[src/rtl/mul_arb_pkg.sv]
// mul_arb_pkg: shared types and helpers for the multiplier arbiter slice.
//   REQ_ID_W(n) : width of a requester index for n requesters (min 1)
//   word_t      : 32-bit operand / result word
//   tag_t       : in-flight op tag {valid, issuer id}, sized for up to MAX_NREQ requesters
package mul_arb_pkg;

    localparam int unsigned MAX_NREQ = 8;

    function automatic int unsigned REQ_ID_W(input int unsigned n);
        return (n <= 2) ? 1 : $clog2(n);
    endfunction

    localparam int unsigned ID_W = REQ_ID_W(MAX_NREQ);

    typedef logic [31:0] word_t;

    typedef struct packed {
        logic            v;
        logic [ID_W-1:0] id;
    } tag_t;

endpackage

[src/rtl/rr_arbiter.sv]
// rr_arbiter: purely combinational round-robin grant.
//   req       in  N   request vector
//   ptr       in  W   highest-priority index this cycle
//   grant     out N   one-hot grant, zero when no request
//   grant_idx out W   index of the granted requester (0 when none)
module rr_arbiter
    import mul_arb_pkg::*;
#(
    parameter int unsigned N = 4,
    localparam int unsigned W = REQ_ID_W(N)
) (
    input  logic [N-1:0] req,
    input  logic [W-1:0] ptr,
    output logic [N-1:0] grant,
    output logic [W-1:0] grant_idx
);

    int unsigned   idx;
    logic [W-1:0]  idx_w;
    logic          found;

    always_comb begin
        grant     = '0;
        grant_idx = '0;
        found     = 1'b0;
        idx       = 0;
        idx_w     = '0;
        for (int unsigned k = 0; k < N; k++) begin
            // Walk ptr, ptr+1, ... wrapping at N; first hit wins.
            idx = 32'(ptr) + k;
            if (idx >= N) idx = idx - N;
            idx_w = W'(idx);
            if (!found && req[idx_w]) begin
                found        = 1'b1;
                grant[idx_w] = 1'b1;
                grant_idx    = idx_w;
            end
        end
    end

endmodule

[src/rtl/mul_arbiter.sv]
// mul_arbiter: shares one pipelined 32-bit multiplier among NREQ requesters.
//   CLK, rst_n          clock (posedge) and async active-low reset
//   req_valid/a/b       per-requester operand pair and valid
//   req_ready           one-hot round-robin grant (handshake = valid & ready)
//   resp_valid/resp_c   one-hot single-cycle result strobe and low-32 product
//   mul_a/mul_b/mul_c   registered operands to, and result from, the external mul
//   busy                any op in flight in the tag pipeline
//   op_count            completed ops, wraps at 2^16
module mul_arbiter
    import mul_arb_pkg::*;
#(
    parameter int unsigned NREQ    = 4,
    parameter int unsigned MUL_LAT = 2
) (
    input  logic                  CLK,
    input  logic                  rst_n,
    input  logic [NREQ-1:0]       req_valid,
    input  logic [NREQ-1:0][31:0] req_a,
    input  logic [NREQ-1:0][31:0] req_b,
    output logic [NREQ-1:0]       req_ready,
    output logic [NREQ-1:0]       resp_valid,
    output logic [31:0]           resp_c,
    output logic [31:0]           mul_a,
    output logic [31:0]           mul_b,
    input  logic [31:0]           mul_c,
    output logic                  busy,
    output logic [15:0]           op_count
);

    localparam int unsigned PW = REQ_ID_W(NREQ);

    logic [PW-1:0]     ptr;
    logic [PW-1:0]     ptr_next;
    logic [PW-1:0]     grant_idx;
    logic [NREQ-1:0]   grant;
    logic              hs;
    tag_t [MUL_LAT:0]  tag_pipe;
    logic [NREQ-1:0]   resp_onehot;

    rr_arbiter #(.N(NREQ)) u_arb (
        .req       (req_valid),
        .ptr       (ptr),
        .grant     (grant),
        .grant_idx (grant_idx)
    );

    // Grant is suppressed while reset is held so nobody sees a spurious handshake.
    assign req_ready = rst_n ? grant : '0;
    assign hs        = |(req_valid & req_ready);
    assign ptr_next  = (grant_idx == PW'(NREQ - 1)) ? '0 : grant_idx + PW'(1);

    always_comb begin
        resp_onehot = '0;
        for (int unsigned i = 0; i < NREQ; i++) begin
            resp_onehot[i] = (tag_pipe[MUL_LAT].id == ID_W'(i));
        end
    end

    always_comb begin
        busy = 1'b0;
        for (int unsigned s = 0; s <= MUL_LAT; s++) begin
            busy = busy | tag_pipe[s].v;
        end
    end

    always_ff @(posedge CLK or negedge rst_n) begin
        if (!rst_n) begin
            ptr        <= '0;
            mul_a      <= '0;
            mul_b      <= '0;
            tag_pipe   <= '0;
            resp_valid <= '0;
            resp_c     <= '0;
            op_count   <= '0;
        end else begin
            // Operands hold when idle so the multiplier inputs do not toggle.
            if (hs) begin
                ptr   <= ptr_next;
                mul_a <= req_a[grant_idx];
                mul_b <= req_b[grant_idx];
            end
            tag_pipe[0].v  <= hs;
            tag_pipe[0].id <= hs ? ID_W'(grant_idx) : '0;
            for (int unsigned s = 1; s <= MUL_LAT; s++) begin
                tag_pipe[s] <= tag_pipe[s-1];
            end
            // The last tag stage lines up with mul_c for the op it describes.
            if (tag_pipe[MUL_LAT].v) begin
                resp_valid <= resp_onehot;
                resp_c     <= mul_c;
                op_count   <= op_count + 16'd1;
            end else begin
                resp_valid <= '0;
            end
        end
    end

endmodule

[config.mk]
export PLATFORM = sky130hd
export DESIGN_NAME = mul_arbiter
export DESIGN_NICKNAME = d
export VERILOG_FILES = /design/src/rtl/mul_arb_pkg.sv /design/src/rtl/rr_arbiter.sv /design/src/rtl/mul_arbiter.sv
export SDC_FILE = /design/constraint.sdc
export NUM_CORES = 1
export LEC_CHECK = 0
export ABC_AREA = 0
export ABC_CLOCK_PERIOD_IN_PS = 11400
export CORE_AREA = 2 2 159 161
export CTS_BUF_LIST = sky130_fd_sc_hd__clkbuf_16
export DETAILED_ROUTE_END_ITERATION = 12
export DIE_AREA = 0 0 161 163
export PLACE_DENSITY = 0.77
export SLEW_MARGIN = 40
export SYNTH_ARGS = -nofsm -noshare
export SYNTH_HDL_FRONTEND = slang
export SYNTH_SLANG_ARGS = --single-unit
[constraint.sdc]
create_clock -name CLK -period 11.4 [get_ports CLK]
set_input_delay 1.71 -clock CLK [delete_from_list [all_inputs] [get_ports CLK]]
set_output_delay 1.71 -clock CLK [all_outputs]
set_load 0.02 [all_outputs]
==> Word-level counts from Yosys, hierarchy flattened <==
Index checks and enable logic that the tools add are counted.
Widths: inputs -> output; s select.
{ "totals": {"reg_bits": 127, "out_inout_bits": 121, "elab_cells": 95} }
{ "classes": {"addsub": 9, "n_lt_le_gt_ge": 13, "eq_ne": 4, "mux": 39, "bitwise_logic": 6, "reduce_logical": 12} }
{ "ops": {"columns": ["cell", "count"], "rows": [
  ["$bmux 32 s2", 2],
  ["$mux 32", 2],
  ["$mux 4", 6],
  ["$mux 2", 10],
  ["$add 16x1->16 const B", 1],
  ["$lt 2x3->1 const B", 5],
  ["$or 4x4->4", 3],
  ["$mux 1", 11],
  ["$ge 3x3->1 const B", 3],
  ["$bmux 1 s2", 4],
  ["$demux 1 s2", 4],
  ["$ge 2x1->1 const B", 4],
  ["$sub 2x1->2 const B", 4],
  ["$logic_and 1x1->1", 7],
  ["$add 2x2->3 const B", 2],
  ["$eq 2x2->1 const B", 3],
  ["$and 4x4->4", 1],
  ["$reduce_or 4->1", 1],
  ["$add 2x1->3 const B", 1],
  ["$ge 2x3->1 const B", 1],
  ["$logic_not 1->1", 3],
  ["$logic_not 3->1", 1],
  ["$add 2x1->2 const B", 1],
  ["$eq 2x1->1 const B", 1],
  ["$or 1x1->1", 2]
]} }

==> Logic depth before layout (Yosys ltp) <==
{ "depth": {"depth_word": 18, "depth_mapped": 15} }

==> Modules after synthesis <==
Synthesis repeated with hierarchy kept, for this count alone.
{ "unflattened": {"cells_unflattened": 421, "hier_area_um2": 6707.7} }
{ "by_module_without_submodules": {"columns": ["module", "n_inst", "cells_each", "area_each_um2", "seq_area_each_um2"], "rows": [
  ["mul_arbiter", 1, 373, 6268.5, 3178.0],
  ["rr_arbiter", 1, 48, 439.2, 0.0]
]} }

==> Least setup slack after synthesis <==
OpenSTA, ideal clock, no wires.
{ "synth_timing": {"kind": "input to output", "from": "input req_valid[1]", "to": "output req_ready[0]", "arrival_time_ns": 3.442, "required_time_ns": 9.690, "setup_slack_ns": 6.248, "stages": 8, "path_cell_list": "clkbuf_1 > and3b_1 > o211ai_1 > clkbuf_1 > clkbuf_1 > nand2_1 > and2_1 > o21a_1"} }
{ "synth_via": {"elab_chain_len": 13, "word_cells_on_any_way": 25, "cone_classes": "mux: 16; bitwise: 3; reduce/logical: 6"} }
{ "synth_lines": {"columns": ["element", "line_no", "source"], "rows": [
  ["start: declaration", "mul_arbiter.sv:17", "input logic [NREQ-1:0] req_valid,"],
  ["$bmux 1 s2", "rr_arbiter.sv:33", "if (!found && req[idx_w]) begin"],
  ["$mux 1 (implied by the code)", "rr_arbiter.sv:33", null],
  ["$mux 1", "rr_arbiter.sv:33", null],
  ["$logic_not 1->1", "rr_arbiter.sv:33", null],
  ["$logic_and 1x1->1", "rr_arbiter.sv:33", null],
  ["$mux 1", "rr_arbiter.sv:33", null],
  ["$logic_not 1->1", "rr_arbiter.sv:33", null],
  ["$logic_and 1x1->1", "rr_arbiter.sv:33", null],
  ["$mux 1", "rr_arbiter.sv:33", null],
  ["$logic_not 1->1", "rr_arbiter.sv:33", null],
  ["$logic_and 1x1->1", "rr_arbiter.sv:33", null],
  ["$mux 4 (*)", "rr_arbiter.sv:33", null],
  ["$mux 4 (*)", "mul_arbiter.sv:48", "assign req_ready = rst_n ? grant : '0;"],
  ["end: declaration", "mul_arbiter.sv:20", "output logic [NREQ-1:0] req_ready,"]
]} }
Every way passes the cells marked *; elsewhere a longest branch is shown, timed or not. The select of a mux whose other input is x is not followed.

==> Final worst setup path <==
{ "layout_timing": {"from": "input req_valid[2]", "to": "output req_ready[3]"} }
Same word-level chain as after synthesis.

==> metrics.log <==
INFO  metric outcome = complete, no violations
INFO  metric postSynth.asyncResetShare = 100%
INFO  metric power.share.combinational = 66.0%
INFO  metric timing_hold_violations_final = 0
INFO  metric leftover_overflow_at_the_end_of_global_routing = 0
INFO  metric p_leak = 4.95 nW
INFO  metric seq_area_frac_synth = 40.0%
INFO  metric layout_min_cycle_time = 6.22 ns
INFO  metric start_util = 32.2%
INFO  metric drt_first_iter_violations = 516
INFO  metric irDropWorstVdd = 0.000216 V
INFO  metric setup_viol_count_final = 0
INFO  metric drt_pre_antenna_iters = 5
INFO  metric die-width = 161 um
INFO  metric post_drt_via_cell_ratio = 5.44
INFO  metric synth_seq_cells = 127
INFO  metric worstMarginPinSlew = 0.863 ns
INFO  metric ys_top_cells_by_area = sky130_fd_sc_hd__dfrtp_1 (40%), sky130_fd_sc_hd__a221oi_1 (14%), sky130_fd_sc_hd__and2_1 (10%)
INFO  metric max_freq = 0.161 GHz
INFO  metric postCtsSetupBuffers = 0
INFO  metric grt_usage = 21.1%
INFO  metric number_of_flops_mapped_to_enable_cells_by_yosys = 0
INFO  metric fraction_of_post_synthesis_cell_area_in_the_top_cell_type_by_area = 40.0%
INFO  metric dominantRegCellSynth = sky130_fd_sc_hd__dfrtp_1
INFO  metric vias_in_the_first_global_route = 7812
INFO  metric crit_fanout = 14
INFO  metric final-max-slew-violation-count = 0
INFO  metric floorplan.io_pins = 415
INFO  metric cts_buffers = 17
INFO  metric max_slew_margin = 42.4%
INFO  metric grt_antenna_before_repair = 4
INFO  metric grt_first_pass_wirelength = 43500 um
INFO  metric numClockSinks = 127
INFO  metric maximum_number_of_pins_on_one_net_before_global_route_repair = 77
INFO  metric holdBufCountCts = 0
INFO  metric timing.clock.skew = 0.0145 ns
INFO  metric placeableCoreArea = 24700 sq um
INFO  metric max-cap-violations = 0
INFO  metric crit_path_required_time = 9.69 ns
INFO  metric final_layout_size_suffix_gt1_share = 9.69%
INFO  metric floorplan.die_area = 26200 sq um
INFO  metric clockRootBuffer = sky130_fd_sc_hd__clkbuf_16
INFO  metric detail_route.wl_per_cell = 19.7 um
INFO  metric insertion_delay = 0.41 ns
INFO  metric stdcell_area = 12900 sq um
INFO  metric ant_nets = 0
INFO  metric netlist.top_cell.by_area = sky130_fd_sc_hd__dfrtp_1
INFO  metric post-route-drc-count = 0
INFO  metric critical_path_class = in -> out
INFO  metric worst_setup_hold_path_clk_slew = 0.06 ns
INFO  metric synthesis.yosys.warnings = 0
INFO  metric cts.repair.resized = 0
INFO  metric row_count = 58
INFO  metric intPower = 2.07 mW
INFO  metric clkPwrFrac = 13.7%
INFO  metric syn_avg_cell_area = 10.3 sq um
INFO  metric power_frac_seq = 20.2%
INFO  metric ctsLongestPathBuffers = 2
INFO  metric synthCells = 769
INFO  metric crit_path_end_kind = output pin
INFO  metric totalWireLength = 28900 um
INFO  metric critPathLaunchType = primary input
INFO  metric mappedNetlistArea = 7950 sq um
INFO  metric placement.io_buffers = 414
INFO  metric postPlaceCellArea = 12300 sq um
INFO  metric nets = 1426
INFO  metric postSynthNetCount = 1072
INFO  metric syn_to_final_growth = 62.0%
INFO  metric tritoncts = built
INFO  metric post_synth_num_cell_types = 48
INFO  metric power.density_cell_area = 306 nW/um^2
INFO  metric critical_path_arrival = 4.51 ns
INFO  metric routed-via-count = 7995
INFO  metric number_of_h_tree_levels = 4
INFO  metric finalSetupTns = 0 ns
INFO  metric netSwitchingFraction = 47.4%
INFO  metric grt_setup_unrepaired = no
INFO  metric fillers = 2225
INFO  metric hpwlAfterDp = 20000 um
INFO  metric die_h = 163 um
INFO  metric net-switching-power = 1.86 mW
INFO  metric place.gp.congestion = 0.871
INFO  metric hp-class = reg -> reg
INFO  metric portion_of_the_clock_cycle_consumed_by_the_worst_path_in_the_final_layout = 54.5%
==> sequential cells by signal, summed over array words and instances (netlist names), named ones only <==
register	count
ptr	1
resp_c	32
mul_a	32
mul_b	32
resp_valid	4
tag_pipe	9
op_count	16
==> per-stage QoR <==
| stage | util, % | setup WS, ns | power [mW] | hold WS, ns | std cells |
|---|---|---|---|---|---|
| global placement | 49.6 | 5.29 | 3.34 | 0.333 | 1431 |
| CTS | 52.0 | 5.22 | 3.95 | 0.348 | 1464 |
| finish | 52.2 | 5.18 | 3.94 | 0.342 | 1469 |
| detailed placement | 49.7 | 5.23 | 3.40 | 0.336 | 1433 |
| global route | 52.2 | 5.01 | 4.18 | 0.353 | 1467 |
| floorplan | - | 6.25 | 2.52 | 0.331 | 769 |
==> kinds of logic (layout without fill, tap and decap cells) <==
| group | after synthesis | count (layout) | share of synthesized area (%) |
|---|---|---|---|
| AND/OR/NAND/NOR | 249 | 249 | 18.2 |
| AO/OA/AOI/OAI | 225 | 225 | 26.6 |
| adder cells (fa/ha/maj) | 9 | 9 | 1.42 |
| XOR/XNOR | 17 | 17 | 1.87 |
| flip-flops | 127 | 127 | 40.0 |
| multiplexers | 42 | 42 | 6.31 |
| buffers and inverters | 100 | 466 | 5.59 |
| other | 0 | 4 | 0 |
==> cells in the mapped netlist (2+ instances only) <==
cell type	n
sky130_fd_sc_hd__a221oi_1	129
sky130_fd_sc_hd__inv_1	8
sky130_fd_sc_hd__xnor2_1	12
sky130_fd_sc_hd__a21o_1	2
sky130_fd_sc_hd__nand2_1	14
sky130_fd_sc_hd__nand4_1	4
sky130_fd_sc_hd__mux2i_1	4
sky130_fd_sc_hd__a211oi_1	2
sky130_fd_sc_hd__o21a_1	2
sky130_fd_sc_hd__a22o_1	2
sky130_fd_sc_hd__dfrtp_1	127
sky130_fd_sc_hd__o31ai_4	20
sky130_fd_sc_hd__nor3b_1	3
sky130_fd_sc_hd__or3b_1	4
sky130_fd_sc_hd__xor2_1	5
sky130_fd_sc_hd__buf_1	2
sky130_fd_sc_hd__o211ai_1	2
sky130_fd_sc_hd__a21boi_0	2
sky130_fd_sc_hd__buf_2	9
sky130_fd_sc_hd__buf_6	4
sky130_fd_sc_hd__ha_1	9
sky130_fd_sc_hd__clkbuf_1	75
sky130_fd_sc_hd__nor2_1	6
sky130_fd_sc_hd__a22oi_1	2
sky130_fd_sc_hd__mux2_2	35
sky130_fd_sc_hd__mux4_2	3
sky130_fd_sc_hd__o31ai_1	44
sky130_fd_sc_hd__and2_1	133
sky130_fd_sc_hd__and3b_1	3
sky130_fd_sc_hd__o21ai_0	3
sky130_fd_sc_hd__and3_1	5
sky130_fd_sc_hd__a21oi_1	8
sky130_fd_sc_hd__nand3_1	71
==> final timing paths <==
check                             startpoint  slack (ns)  cells after the start            to
worst min register to register   tag_pipe[1]        0.34                      0   tag_pipe[5]
worst max-delay path            req_valid[2]        5.18                      6  req_ready[3]
min in group asynchronous              rst_n        1.34                      1    resp_c[22]
worst max register to register          flop        6.54                      9     mul_b[17]
max in group asynchronous              rst_n        9.04                      2      mul_b[8]
worst min-delay path             tag_pipe[1]        0.34                      0   tag_pipe[5]
==> cell usage in the layout, fill, tap and decap left out, types with 3 or more instances in the layout <==
cell / synthesis / routed
sky130_fd_sc_hd__diode_2: 0 / 4
sky130_fd_sc_hd__nor2_1: 6 / 6
sky130_fd_sc_hd__mux4_2: 3 / 3
sky130_fd_sc_hd__clkinv_4: 0 / 4
sky130_fd_sc_hd__a21oi_1: 8 / 8
sky130_fd_sc_hd__inv_1: 8 / 10
sky130_fd_sc_hd__o21ai_0: 3 / 3
sky130_fd_sc_hd__a221oi_1: 129 / 129
sky130_fd_sc_hd__clkinv_2: 0 / 3
sky130_fd_sc_hd__nand4_1: 4 / 4
sky130_fd_sc_hd__mux2i_1: 4 / 4
sky130_fd_sc_hd__o31ai_1: 44 / 44
sky130_fd_sc_hd__nor3b_1: 3 / 3
sky130_fd_sc_hd__clkdlybuf4s50_1: 0 / 413
sky130_fd_sc_hd__ha_1: 9 / 9
sky130_fd_sc_hd__mux2_2: 35 / 35
sky130_fd_sc_hd__nand2_1: 14 / 13
sky130_fd_sc_hd__xor2_1: 5 / 5
sky130_fd_sc_hd__and2_1: 133 / 132
sky130_fd_sc_hd__clkbuf_16: 0 / 17
sky130_fd_sc_hd__xnor2_1: 12 / 12
sky130_fd_sc_hd__nand3_1: 71 / 71
sky130_fd_sc_hd__or3b_1: 4 / 4
sky130_fd_sc_hd__inv_6: 0 / 3
sky130_fd_sc_hd__buf_4: 0 / 9
sky130_fd_sc_hd__dfrtp_1: 127 / 127
sky130_fd_sc_hd__and3b_1: 3 / 3
sky130_fd_sc_hd__and3_1: 5 / 5
sky130_fd_sc_hd__o31ai_4: 20 / 20
==> power groups by stage <==
stage | clock network (mW) | logic (mW) | registers [mW]
2_1_floorplan | 0 | 1.52 | 0.999
3_3_place_gp | 0 | 2.54 | 0.794
3_5_place_dp | 0 | 2.59 | 0.805
4_1_cts | 0.554 | 2.60 | 0.799
5_1_grt | 0.574 | 2.78 | 0.824
6_report | 0.540 | 2.60 | 0.796
==> worst max-delay path: stages <==
cell	delay, ns
sky130_fd_sc_hd__clkdlybuf4s50_1	0.64
sky130_fd_sc_hd__mux4_2	0.68
sky130_fd_sc_hd__or3b_1	0.42
sky130_fd_sc_hd__a22o_1	0.19
sky130_fd_sc_hd__a21boi_0	0.19
sky130_fd_sc_hd__clkdlybuf4s50_1	0.68
==> layer usage <==
metal	share of wire, %	vias to the layer above	GRT usage [%]	routed length [um]
li1	-	3672	-	-
met1	39	3899	24.3	11200
met2	50	381	36.7	14400
met3	8.6	43	6.95	2470
met4	2.8	0	7.67	814
met5	0	-	0	0
==> cell type report <==
cell class	count	area (sq um)	share of cell area, %
Clock inverter	14	144	1.12
Multi-Input combinational cell	542	4400	34.2
Sequential cell	127	3180	24.7
Clock buffer	17	425	3.30
Antenna cell	4	10.0	0.0777
Timing Repair Buffer	427	4270	33.2
Inverter	8	30.0	0.233
Tap cell	330	413	3.21
Note: power is estimated with default switching activity, not from simulation.
